## src/rtl/output_port_allocator.sv

```systemverilog
// output_port_allocator: wormhole round-robin output arbiter with downstream credit tracking
module output_port_allocator #(
    parameter int CREDIT_MAX = 4
) (
    input  logic       clk,
    input  logic       reset,
    input  logic [3:0] req,
    input  logic [3:0] tail,
    input  logic       credit_in,
    output logic       grant_valid,
    output logic [1:0] grant_id,
    output logic       flit_fire,
    output logic [2:0] credits,
    output logic       credit_err
);
    typedef enum logic {IDLE, LOCKED} state_t;
    localparam logic [2:0] CMAX = 3'(CREDIT_MAX);
    state_t     state_q, state_d;
    logic [1:0] grant_id_q, grant_id_d, last_q, last_d, winner;
    logic [2:0] credits_q, credits_d;
    logic       credit_err_q, credit_err_d;

    // descending scan so the nearest port after last wins; offset 4 wraps to last itself
    always_comb begin
        winner = last_q;
        for (int i = 4; i >= 1; i--)
            if (req[last_q + 2'(i)]) winner = last_q + 2'(i);
    end

    assign grant_valid = state_q == LOCKED;
    assign grant_id    = grant_id_q;
    assign flit_fire   = grant_valid & req[grant_id_q] & (credits_q != 3'd0);
    assign credits     = credits_q;
    assign credit_err  = credit_err_q;

    always_comb begin
        state_d      = state_q;
        grant_id_d   = grant_id_q;
        last_d       = last_q;
        credits_d    = credits_q;
        credit_err_d = credit_err_q;
        if (state_q == IDLE && |req && credits_q != 3'd0) begin
            state_d    = LOCKED;
            grant_id_d = winner;
        end
        if (flit_fire && tail[grant_id_q]) begin
            state_d = IDLE;
            last_d  = grant_id_q;
        end
        if (flit_fire && !credit_in)
            credits_d = credits_q - 3'd1;
        else if (!flit_fire && credit_in) begin
            if (credits_q == CMAX) credit_err_d = 1'b1;
            else credits_d = credits_q + 3'd1;
        end
    end

    always_ff @(posedge clk) begin
        if (!reset) begin
            state_q      <= IDLE;
            grant_id_q   <= 2'd0;
            last_q       <= 2'd3;
            credits_q    <= CMAX;
            credit_err_q <= 1'b0;
        end else begin
            state_q      <= state_d;
            grant_id_q   <= grant_id_d;
            last_q       <= last_d;
            credits_q    <= credits_d;
            credit_err_q <= credit_err_d;
        end
    end
endmodule

```

## config.mk

```make
export PLATFORM = sky130hd
export DESIGN_NAME = output_port_allocator
export DESIGN_NICKNAME = d
export VERILOG_FILES = /design/src/rtl/output_port_allocator.sv
export SDC_FILE = /design/constraint.sdc
export NUM_CORES = 1
export LEC_CHECK = 0
export BUFFER_PORTS_ARGS = -buffer_cell sky130_fd_sc_hd__buf_2
export CORE_MARGIN = 2
export CORE_UTILIZATION = 35
export DETAILED_ROUTE_END_ITERATION = 6
export SETUP_SLACK_MARGIN = 0.5
export SYNTH_ARGS = -nofsm -noshare
export SYNTH_HDL_FRONTEND = slang
export SYNTH_SLANG_ARGS = --single-unit
```

## constraint.sdc

```tcl
create_clock -name clk -period 5.4 [get_ports clk]
set_clock_uncertainty 0.2 [all_clocks]
set_input_delay 0.81 -clock clk [delete_from_list [all_inputs] [get_ports clk]]
set_output_delay 0.81 -clock clk [all_outputs]
set_load 0.1 [all_outputs]
```

# ---- After elaboration in Yosys (flattened, before gate mapping)
# Cells that the tools add are included.
dict set report totals {
  register_bits 9
  in_bits 11
}
dict set report classes {
  addsub 5
  order_cmp 4
  n_eq_ne 2
  mux 16
  bitwise_logic 5
  reduce_logical 13
}
# op count
set ops {}
lappend ops {{< comparator 2 x 3 -> 1 bit (second input constant)} 4}
lappend ops {{binary-select mux 1 bit (select 2 bit)} 5}
lappend ops {{two-way mux 3 bit} 3}
lappend ops {{two-way mux 2 bit} 3}
lappend ops {{logical AND 1 bit} 5}
lappend ops {{two-way mux 1 bit} 5}
lappend ops {{adder 2 bit (second input constant)} 2}
lappend ops {{OR reduction 4 bit} 1}
lappend ops {{adder 3 x 1 -> 3 bit (second input constant)} 1}
lappend ops {{equality test 3 bit (second input constant)} 1}
lappend ops {{inverter 1 bit} 3}
lappend ops {{AND reduction 3 bit} 1}
lappend ops {{nonzero test 3 bit} 1}
lappend ops {{subtractor 3 x 1 -> 3 bit (second input constant)} 1}
lappend ops {{adder 2 x 1 -> 2 bit (second input constant)} 1}
lappend ops {{AND 1 bit} 2}
lappend ops {{zero test 1 bit} 2}
lappend ops {{!= test 2 bit (second input constant)} 1}
lappend ops {{AND reduction 2 bit} 1}
lappend ops {{nonzero test 2 bit} 1}
lappend ops {{OR reduction 2 bit} 1}

# ---- Depth between registers and ports, before layout
# Gate-level depths: netlist of run 1.
dict set report depth {
  depth_word 8
  ltp_mapped 9
}

# ---- Worst setup path after synthesis of run 1
# Ideal clock, no wire load.
dict set report synth_path {
  path_kind {flip-flop to flip-flop}
  startpoint {reg grant_id_q[1], in the netlist grant_id[1]}
  endpoint {reg credits_q[2], in the netlist credits[2]}
  setup_ps 175
  arrival_ps 3434
  t_required_ps 5025
  setup_slack_ps 1591
  path_stages_with_launch 10
  path_cell_list {dfxtp_1 -> mux4_2 -> nand3b_4 -> inv_1 -> ha_1 -> inv_1 -> fa_1 -> xor2_1 -> o31ai_1 -> o311ai_0}
}
dict set report synth_between {
  elab_chain_len 8
}
# element line_no
set synth_lines {}
lappend synth_lines {{from (decl)} 19} ;# logic [1:0] grant_id_q, grant_id_d, last_q, last_d, winner;
lappend synth_lines {{from (signal assigned)} 67} ;# grant_id_q <= grant_id_d;
lappend synth_lines {{binary-select mux 1 bit (select 2 bit) *} 32} ;# assign flit_fire = grant_valid & req[grant_id_q] & (credits_q != 3'd0);
lappend synth_lines {{two-way mux 1 bit (implied by the code) *} 32}
lappend synth_lines {{AND 1 bit * (2 in series)} 32}
lappend synth_lines {{named net flit_fire} 12} ;# output logic flit_fire,
lappend synth_lines {{zero test 1 bit} 52} ;# else if (!flit_fire && credit_in) begin
lappend synth_lines {{logical AND 1 bit} 52}
lappend synth_lines {{nonzero test 2 bit (no line)} n/a}
lappend synth_lines {{AND reduction 2 bit (no line)} n/a}
lappend synth_lines {{to (signal assigned)} 69} ;# credits_q <= credits_d;
lappend synth_lines {{to (decl)} 20} ;# logic [2:0] credits_q, credits_d;
# Mark *: on every way through the listed nets, which the timed path passes. The rest lies on a longest branch. The select of a mux whose other input is x is not followed.
# A chain may end at the register's enable or synchronous reset.

# ---- Worst setup path after layout of run 1
dict set report layout_path {
  startpoint {in req[3]}
  endpoint {out flit_fire}
}
dict set report layout_between {
  elab_chain_len 4
}
# element line_no
set layout_lines {}
lappend layout_lines {{from (decl)} 7} ;# input logic [3:0] req,
lappend layout_lines {{binary-select mux 1 bit (select 2 bit)} 32}
lappend layout_lines {{two-way mux 1 bit (implied by the code)} 32}
lappend layout_lines {{AND 1 bit (2 in series)} 32}
lappend layout_lines {{to (decl)} 12}
# Every way passes these cells. The select of a mux whose other input is x is not followed.

==> impl_metrics.json, run 1 <==
{
  "syn_nets": 80,
  "grt_pass1_vias": 526,
  "tns_ns": 0,
  "startpoint_type": "input pin",
  "initialDrtViolationCount": 3,
  "synth_seq_cells": 9,
  "drc": 0,
  "ant_nets": 0,
  "status": "complete, no violations",
  "p_sw_mw": 0.09754,
  "slew_viol_final": 0,
  "fin_crit_sh": 0.5421,
  "finalHoldViolCount": 0,
  "dpl_cell_area_um2": 695.7,
  "crit_type": "in2out",
  "nets": 103,
  "endpoint_kind": "primary output",
  "insertion_delay_ns": 0.27,
  "p_int_mw": 0.1250,
  "nFillCells": 168,
  "leakage_nw": 0.3202,
  "stdcell_count": 104,
  "setup_ws_ns": 2.473,
  "synth.distinct_cells": 27,
  "synthAdderAreaFrac": 0.07692,
  "dpl_worst_slack_ns": 2.455,
  "syn-instance-count": 66,
  "drtPass1Iterations": 4,
  "start_util": 0.3799,
  "wl_mm": 1.319,
  "cts_hold_buf": 0,
  "synth_area_per_cell_um2": 8.872,
  "numCtsBuffers": 3,
  "grt_max_degree": 10,
  "worst_pin_slew_ns": 0.5521,
  "die_h_um": 44.90,
  "synth_edf_count": 0,
  "yosysTopAreaCellShare": 0.3077,
  "yosysSeqAreaShare": 0.3077,
  "period_needed_ns": 2.927,
  "yosys.area_share.simple": 0.2457,
  "vias": 556,
  "gp_congestion": 0.8586,
  "io-pin-count": 19,
  "grt_use_total": 0.1613,
  "p_comb_frac": 0.394,
  "syn-cell-area_um2": 585.6,
  "critPathMaxFanout": 6,
  "setup.worst_path.start": "req[3]",
  "root_buffer": "clkbuf_4",
  "report.power.total_mw": 0.2225,
  "routed_via_density": 5.346,
  "synthMuxAreaShare": 0.09402,
  "synth_top_family_by_area": "simple AND/OR/NAND/NOR gates",
  "port_buffers": 18,
  "clock_sinks": 9,
  "rows": 14,
  "fp.dieW_um": 44.90,
  "final_cell_area_um2": 721.9,
  "core_um2": 1541,
  "synth_top_area_cell": "dfxtp_1",
  "area_growth_pct": 23.29,
  "tritoncts": "done",
  "switching_share": 0.4384,
  "synth-compound-area-share": 0.2158,
  "antenna_cells": 0,
  "arrival_ns": 1.92,
  "pwr-share-seq": 0.363,
  "ys_warn_count": 0,
  "cts_buffer_depth": 2,
  "placedCellCount": 100,
  "slew_headroom": 0.6268,
  "grt_antenna_before_repair": 0,
  "max_clock_freq_mhz": 341.6,
  "final_layout_size_suffix_gt1_frac": 0.2955,
  "clockPowerShare": 0.243,
  "worstHoldStart": "credit_err$_SDFFE_PN0P_",
  "wl_per_cell_um": 12.68,
  "drv_cap": 0,
  "r2r_start": "grant_id[1]$_SDFFE_PN0P_",
  "ys_async_sr_fraction": 0,
  "rsz0062_at_grt": "false",
  "dieArea_um2": 2016,
  "synth.area.top_cells": "dfxtp_1 (31%), a21oi_1 (5.1%), inv_1 (4.5%), ha_1 (4.3%), nand2b_1 (4.3%)",
  "min_path_type": "reg2reg",
  "grt_pass1_wl_mm": 2.297,
  "clk_pin_slew_worst_paths_ns": 0.06,
  "hpwl_mm": 1.001,
  "synthXorXnorAreaFrac": 0.01496,
  "required_ns": 4.39,
  "cts_resized": 0,
  "h-tree-depth": 1,
  "synth.most_common_cell": "dfxtp_1",
  "setup_viol": 0,
  "grt_overflow_total": 0,
  "vdd_drop_max_mv": 0.1677,
  "post_cts_buffers": 0,
  "synth_common_cells": "dfxtp_1 (9), inv_1 (7), a21oi_1 (6)",
  "power.density_nw_per_um2": 308.2,
  "ys.flop_type": "dfxtp_1"
}
## metal layers
| layer | up-vias | wire length (µm) | GRT usage |
|---|---|---|---|
| met2 | 18 | 635 | 0.2551 |
| met3 | 4 | 69 | 0.06000 |
| met4 | 0 | 23 | 0.07059 |
| met5 | - | 0 | 0 |
| met1 | 253 | 590 | 0.1960 |
| li1 | 281 | - | - |
## cell type report
type,count,area (µm²),share of cell area
well taps,16,20.02,0.02773
inverters,7,26.28,0.03640
clock buffers,4,26.28,0.03640
flip-flops and latches,9,180.2,0.2496
multi-input cells,50,379.1,0.5251
repair buffers,18,90.09,0.1248
## flip-flops by register name, indices dropped and copies added (netlist names)
name         flops
credit_err       1
credits          3
grant_id         2
grant_valid      1
last_q           2
## path summary, 6_finish.rpt
check                           depth (start not counted)                 endpoint  slack, ns
worst min register to register                          2  credit_err$_SDFFE_PN0P_       0.31
worst min-delay path                                    2  credit_err$_SDFFE_PN0P_       0.31
worst max register to register                          8  credits[0]$_SDFFE_PN0P_       2.88
worst max-delay path                                    5                flit_fire       2.47
## cells in the final DEF, fill, tap and decap left out, types with 2 or more instances in the layout
master and count:
nor3_1 5, a21oi_1 6, dfxtp_1 9, nand2_1 4, nor2_1 3, inv_1 7
buf_2 18, o21ai_0 4, ha_1 2, o221ai_1 2, mux2_2 2, nor2b_1 3
clkbuf_4 3, nand2b_1 4
## logic make-up after synthesis
family	after synthesis
adder cells (fa/ha/maj)	3
XOR/XNOR	1
AND/OR/NAND/NOR	24
flip-flops	9
AO/OA/AOI/OAI	18
buffers and inverters	7
multiplexers	4
## worst max-delay path: stages
cell,delay [ns]
buf_2,0.13
mux4_2,0.50
nand3b_4,0.13
inv_1,0.06
buf_2,0.29
## per-stage QoR
| stage | hold slack [ns] | util |
|---|---|---|
| finish | 0.3059 | 0.4683 |
| global route | 0.3820 | 0.4683 |
| CTS | 0.3165 | 0.4683 |
| detailed placement | 0.2984 | 0.4513 |
| global placement | 0.2898 | 0.4513 |
| floorplan | 0.3147 | - |
## power by group through the flow
stage          sequential [mW]  clock [mW]  combinational, mW
3_3_place_gp            0.0821           0             0.0870
3_5_place_dp            0.0822           0             0.0877
5_1_grt                 0.0818      0.0613             0.0949
2_1_floorplan            0.113           0             0.0388
4_1_cts                 0.0807      0.0567             0.0881
6_report                0.0807      0.0541             0.0877
Power figures use the tool's default switching activity.
==> run 2, diff against run 1 <==
==> constraint.sdc (replaced) <==
create_clock -name clk -period 2.7 [get_ports clk]
set_clock_uncertainty 0.2 [all_clocks]
set_input_delay 0.405 -clock clk [delete_from_list [all_inputs] [get_ports clk]]
set_output_delay 0.405 -clock clk [all_outputs]
set_load 0.1 [all_outputs]
==> impl_metrics.json, run 2 (same netlist as run 1, synthesis figures left out) <==
{
  "clock_sinks": 9,
  "stdcell_count": 108,
  "power.density_nw_per_um2": 583.2,
  "r2r_start": "grant_id[1]$_SDFFE_PN0P_",
  "tns_ns": 0,
  "grt_overflow_total": 0,
  "fin_crit_sh": 0.8536,
  "port_buffers": 18,
  "ant_nets": 0,
  "min_path_type": "in2reg",
  "hpwl_um": 977.4,
  "core_um2": 1541,
  "grt_antenna_before_repair": 0,
  "startpoint_type": "flip-flop",
  "cts_hold_buf": 0,
  "fp.dieW_um": 44.90,
  "r2r-end": "credits[1]$_SDFFE_PN0P_",
  "status": "complete, no violations",
  "period_needed_ns": 2.305,
  "placedCellCount": 101,
  "critPathMaxFanout": 3,
  "slew_headroom": 0.6715,
  "cts_buffer_depth": 2,
  "finalHoldViolCount": 0,
  "worst_pin_slew_ns": 0.4962,
  "required_ns": 2.69,
  "slew_viol_final": 0,
  "report.power.total_mw": 0.4670,
  "grt_pass1_vias": 522,
  "crit_type": "reg2reg",
  "largest_reg_flops": 3,
  "leakage_nw": 0.3376,
  "final_cell_area_um2": 800.8,
  "routed_via_density": 5.241,
  "h-tree-depth": 1,
  "grt_use_total": 0.1487,
  "insertion_delay_ns": 0.26,
  "nFillCells": 149,
  "nets": 107,
  "drtPass1Iterations": 4,
  "rsz0062_at_grt": "true",
  "wl_mm": 1.372,
  "min_to": "last_q[1]$_SDFFE_PN1P_",
  "drc": 0,
  "area_growth_pct": 36.75,
  "gp_congestion": 0.8458,
  "initialDrtViolationCount": 9,
  "dpl_cell_area_um2": 729.5,
  "vdd_drop_max_mv": 0.3534,
  "max_stage_delay_ns": 0.52,
  "rows": 14,
  "dieArea_um2": 2016,
  "vias": 566,
  "arrival_ns": 2.29,
  "mostFrequentLayoutCells": "buf_2 (17), a21oi_1 (6), inv_1 (5), dfxtp_2 (5), buf_4 (5)",
  "fin_util": 0.5195,
  "grt_max_degree": 10,
  "wl_per_cell_um": 12.70,
  "worstHoldStart": "reset",
  "clk_pin_slew_worst_paths_ns": 0.06,
  "final_layout_size_suffix_gt1_frac": 0.4674,
  "io-pin-count": 19,
  "setup_viol": 0,
  "crit_slowest_cell": "mux4_2",
  "tritoncts": "done",
  "r2r_cells": 9,
  "ff2ff_setup_slack_ns": 0.40,
  "worstPathCellList": "mux4_2, nand3b_4, clkinvlp_4, ha_4, inv_2, fa_2, nor3_2, a21oi_1, nor2b_1",
  "antenna_cells": 0,
  "root_buffer": "clkbuf_4",
  "start_util": 0.3799,
  "hold_depth": 2,
  "layout_commonest_cell": "buf_2",
  "endpoint_kind": "flip-flop",
  "max_clock_freq_mhz": 433.9,
  "die_h_um": 44.90,
  "numCtsBuffers": 3,
  "drv_cap": 0,
  "grt_pass1_wl_mm": 2.118
}
## run 2: changes by cell type in the layout (fill, tap and decap cells not counted), moves of 2 or more
cell     previous run  this run
buf_4               0         5
inv_1               7         5
dfxtp_2             0         5
dfxtp_1             9         3
## run 2: through the flow
step                setup slack [ns]  hold WS, ns
finish                        0.3953       0.2113
global route                  0.3069       0.2151
CTS                           0.4273       0.2095
detailed placement            0.1631       0.2946
global placement              0.1958       0.2762
floorplan                    -0.4111       0.2836
## run 2: how the worst max path moves through the flow
stage                                        start                       to  slack (ns)  cells after the start
after global placement                      req[1]  credits[1]$_SDFFE_PN0P_        0.20                     10
after global routing      grant_id[1]$_SDFFE_PN0P_  credits[2]$_SDFFE_PN1P_        0.31                      9
after CTS                 grant_id[1]$_SDFFE_PN0P_  credits[2]$_SDFFE_PN1P_        0.43                      9
after detailed placement                    req[3]  credits[1]$_SDFFE_PN0P_        0.16                     10
after floorplan           grant_id[1]$_SDFFE_PN0P_  credits[1]$_SDFFE_PN0P_       -0.41                      9
final                     grant_id[1]$_SDFFE_PN0P_  credits[1]$_SDFFE_PN0P_        0.40                      9
## run 2: layout make-up
cell class | instances | area [µm²] | area share
clock buffers | 4 | 26.28 | 0.03281
well taps | 16 | 20.02 | 0.02500
inverters | 7 | 30.03 | 0.03750
repair buffers | 22 | 122.6 | 0.1531
multi-input cells | 50 | 411.6 | 0.5141
flip-flops and latches | 9 | 190.2 | 0.2375
## run 2: layer usage
layer | up-vias | part of all wire | track usage
li1 | 291 | - | -
met3 | 0 | 0.058 | 0.07200
met1 | 261 | 0.47 | 0.1832
met5 | - | 0 | 0
met4 | 0 | 0 | 0.03529
met2 | 14 | 0.48 | 0.2348
## run 2: what timing repair did
| item | 4_1_cts | 5_1_grt |
|---|---|---|
| setup endpoints to repair | 4 | 4 |
| hold endpoints to repair | 0 | 0 |
| gates cloned | 0 | 0 |
| pin swaps | 2 | 5 |
| gates resized for setup | 3 | 3 |
| buffers inserted | 2 | 1 |
## run 2: power breakdown
| part | switching, mW | internal [mW] | total (mW) |
|---|---|---|---|
| sequential | 0.0147 | 0.146 | 0.161 |
| combinational | 0.139 | 0.0641 | 0.203 |
| clock | 0.0455 | 0.0569 | 0.102 |
| total | 0.200 | 0.267 | 0.467 |
## run 2: worst max-delay path: cells and delay by family, from the launching register on
| family | cells | cell delay (ns) |
|---|---|---|
| adder cells (fa/ha/maj) | 2 | 0.60 |
| multiplexers | 1 | 0.52 |
| flip-flops | 1 | 0.35 |
| AND/OR/NAND/NOR | 3 | 0.34 |
| buffers and inverters | 2 | 0.15 |
| AO/OA/AOI/OAI | 1 | 0.06 |
==> run 3, diff against run 2 <==
--- a/config.mk
+++ b/config.mk
@@ -5,8 +5,8 @@
 export SDC_FILE = /design/constraint.sdc
 export NUM_CORES = 1
 export LEC_CHECK = 0
+export ABC_AREA = 1
 export BUFFER_PORTS_ARGS = -buffer_cell sky130_fd_sc_hd__buf_2
-export CORE_MARGIN = 2
 export CORE_UTILIZATION = 35
 export DETAILED_ROUTE_END_ITERATION = 6
 export SETUP_SLACK_MARGIN = 0.5
==> constraint.sdc (replaced) <==
create_clock -name clk -period 2.53 [get_ports clk]
set_clock_uncertainty 0.2 [all_clocks]
set_input_delay 0.3795 -clock clk [delete_from_list [all_inputs] [get_ports clk]]
set_output_delay 0.3795 -clock clk [all_outputs]
set_load 0.1 [all_outputs]
==> impl_metrics.json, run 3 <==
{
  "status": "complete, no violations",
  "vdd_drop_max_mv": 0.5397,
  "synth_seq_cells": 9,
  "hpwl_mm": 1.201,
  "crit_type": "reg2reg",
  "period_needed_ns": 2.097,
  "cts_buffer_depth": 2,
  "synth.most_common_cell": "nand2_1",
  "crit_top_cell": "nand2_2",
  "clockPowerShare": 0.094,
  "grt_pass1_wl_mm": 2.566,
  "syn-instance-count": 109,
  "wl_per_cell_um": 9.775,
  "initialDrtViolationCount": 13,
  "leakage_nw": 0.4741,
  "ant_nets": 0,
  "core_um2": 1783,
  "layout_commonest_cell": "nand2_1",
  "endpoint_kind": "flip-flop",
  "nFillCells": 196,
  "antenna_cells": 0,
  "ys.flop_type": "dfxtp_1",
  "largest_reg_flops": 3,
  "yosysTopAreaCellShare": 0.2609,
  "wl_mm": 1.564,
  "r2r_cells": 14,
  "area_growth_pct": 35.14,
  "fin_util": 0.5235,
  "synth_common_cells": "nand2_1 (28), inv_1 (12), nand3_1 (10)",
  "tritoncts": "done",
  "r2r-end": "credits[2]$_SDFFE_PN1P_",
  "p_comb_frac": 0.670,
  "crit_slowest_cell": "dfxtp_4",
  "h-tree-depth": 1,
  "max_stage_delay_ns": 0.35,
  "yosysSeqAreaShare": 0.2609,
  "nets": 150,
  "final_layout_size_suffix_gt1_frac": 0.4370,
  "min_path_type": "in2reg",
  "top_usage_layer": "met1",
  "p_sw_mw": 0.7149,
  "grt_use_total": 0.1688,
  "use_met1": 0.2547,
  "drc": 0,
  "clock_sinks": 9,
  "rows": 15,
  "routed_via_density": 4.731,
  "setup_viol": 0,
  "worstPathCellList": "inv_4, nand3_4, nand2_2, a21oi_2, nand2_2, inv_8, ha_4, inv_2, fa_2, xor2_1, o21ai_1, inv_1, nor2_1, o31ai_1",
  "vias": 757,
  "drv_cap": 0,
  "fp.dieW_um": 46.42,
  "numCtsBuffers": 3,
  "required_ns": 2.48,
  "synth_top_area_cell": "dfxtp_1",
  "setup.worst_path.start": "credits[1]$_SDFFE_PN0P_",
  "port_buffers": 18,
  "worst_pin_slew_ns": 0.4880,
  "synth_edf_count": 0,
  "arrival_ns": 2.04,
  "dieArea_um2": 2155,
  "syn_nets": 123,
  "gp_congestion": 0.7856,
  "ff2ff_setup_slack_ns": 0.43,
  "startpoint_type": "flip-flop",
  "tns_ns": 0,
  "dpl_worst_slack_ns": 0.3015,
  "pwr-share-seq": 0.237,
  "start_util": 0.3874,
  "insertion_delay_ns": 0.26,
  "max_clock_freq_mhz": 476.9,
  "synth.distinct_cells": 20,
  "grt_util_met3": 0.02353,
  "setup_ws_ns": 0.4333,
  "slew_headroom": 0.6769,
  "root_buffer": "clkbuf_4",
  "switching_share": 0.6007,
  "syn-cell-area_um2": 690.7,
  "clk_pin_slew_worst_paths_ns": 0.06,
  "grt_max_degree": 11,
  "fin_crit_sh": 0.8287,
  "r2r_start": "credits[1]$_SDFFE_PN0P_",
  "ys_async_sr_fraction": 0,
  "slew_viol_final": 0,
  "io-pin-count": 19,
  "p_int_mw": 0.4752,
  "critPathCapture": "credits[2]$_SDFFE_PN1P_",
  "power.density_nw_per_um2": 1275,
  "grt_antenna_before_repair": 0,
  "ys_warn_count": 0,
  "die_h_um": 46.42,
  "met2_usage": 0.2250,
  "finalHoldViolCount": 0,
  "rsz0062_at_grt": "true",
  "mostFrequentLayoutCells": "nand2_1 (26), buf_2 (18), nand2_2 (10), nand3_1 (10), nor2_1 (8)",
  "synth.area.top_cells": "dfxtp_1 (26%), nand2_1 (15%), nand2_2 (7.2%), nand3_1 (7.2%), o21ai_0 (6.5%)",
  "drtPass1Iterations": 4,
  "grt_overflow_total": 0,
  "synth_area_per_cell_um2": 6.336,
  "critPathMaxFanout": 5,
  "grt_pass1_vias": 591
}
-- run 3: cell types whose count changed in the layout (fill, tap and decap cells not counted), sizes merged, moves of 4 or more --
cell and delta:
inv +10, nand2 +32, nand2b -4, nand3 +11, nor2 +5, nor3 -5, o21ai +6
-- run 3: how the worst min path moves through the flow --
stage | startpoint | to | slack [ns] | cells after the start
final | reset | last_q[0]$_SDFFE_PN1P_ | 0.17 | 2
after global routing | reset | last_q[1]$_SDFFE_PN1P_ | 0.17 | 2
after CTS | reset | last_q[1]$_SDFFE_PN1P_ | 0.17 | 2
after detailed placement | credit_err$_SDFFE_PN0P_ | credit_err$_SDFFE_PN0P_ | 0.24 | 2
after global placement | credit_err$_SDFFE_PN0P_ | credit_err$_SDFFE_PN0P_ | 0.23 | 2
after floorplan | reset | last_q[0]$_SDFFE_PN1P_ | 0.26 | 1
-- run 3: logic make-up after synthesis --
| group | count (synthesis) | share of synthesized area |
|---|---|---|
| fa+ha+maj | 3 | 0.06521 |
| simple gates | 57 | 0.3732 |
| compound gates | 21 | 0.1667 |
| xor+xnor | 1 | 0.01268 |
| buf+inv | 18 | 0.1214 |
| flops | 9 | 0.2609 |
-- run 3: worst max-delay path: cells and delay by family (launching register included) --
kind / cells / cell delay (ns)
AOI/OAI and AO/OA: 3 / 0.29
DFF: 1 / 0.35
xor gates and xnor gates: 1 / 0.16
and+or+nand+nor: 4 / 0.32
adders and majority gates: 2 / 0.46
buffers and inverters: 4 / 0.21
-- run 3: power by group through the flow --
stage | clock network (mW) | logic, mW | registers [mW]
2_1_floorplan | 0 | 0.390 | 0.518
3_3_place_gp | 0 | 0.731 | 0.279
3_5_place_dp | 0 | 0.739 | 0.279
4_1_cts | 0.117 | 0.753 | 0.279
5_1_grt | 0.124 | 0.868 | 0.296
6_report | 0.112 | 0.797 | 0.282
-- run 3: layer usage --
metal / wire [µm] / vias to the layer above
met2: 664 / 22
met5: 0 / -
met4: 15 / 0
met1: 835 / 332
met3: 49 / 2
li1: - / 401
-- run 3: what timing repair did --
action	CTS	global route
hold buffers	0	0
pin swaps	1	2
gates resized for setup	1	5
buffers inserted	2	4
endpoints found under the setup margin	3	3
-- run 3: cell type report --
cell class              instances  area (µm²)  share of cell area
clock buffers                   4       26.28             0.02815
well taps                      25       31.28             0.03351
inverters                      16       80.08             0.08579
repair buffers                 24       135.1              0.1448
flip-flops and latches          9       202.7              0.2172
multi-input cells              82       457.9              0.4906
-- run 3: through the flow --
| step | hold slack, ns | power, mW | cells | instance area (µm²) |
|---|---|---|---|---|
| after floorplan | 0.2641 | 0.9082 | 109 | 743.2 |
| after global placement | 0.2330 | 1.010 | 150 | 845.8 |
| after detailed placement | 0.2408 | 1.018 | 150 | 845.8 |
| after CTS | 0.1662 | 1.149 | 156 | 887.1 |
| after global routing | 0.1749 | 1.287 | 160 | 933.4 |
| final | 0.1695 | 1.190 | 160 | 933.4 |
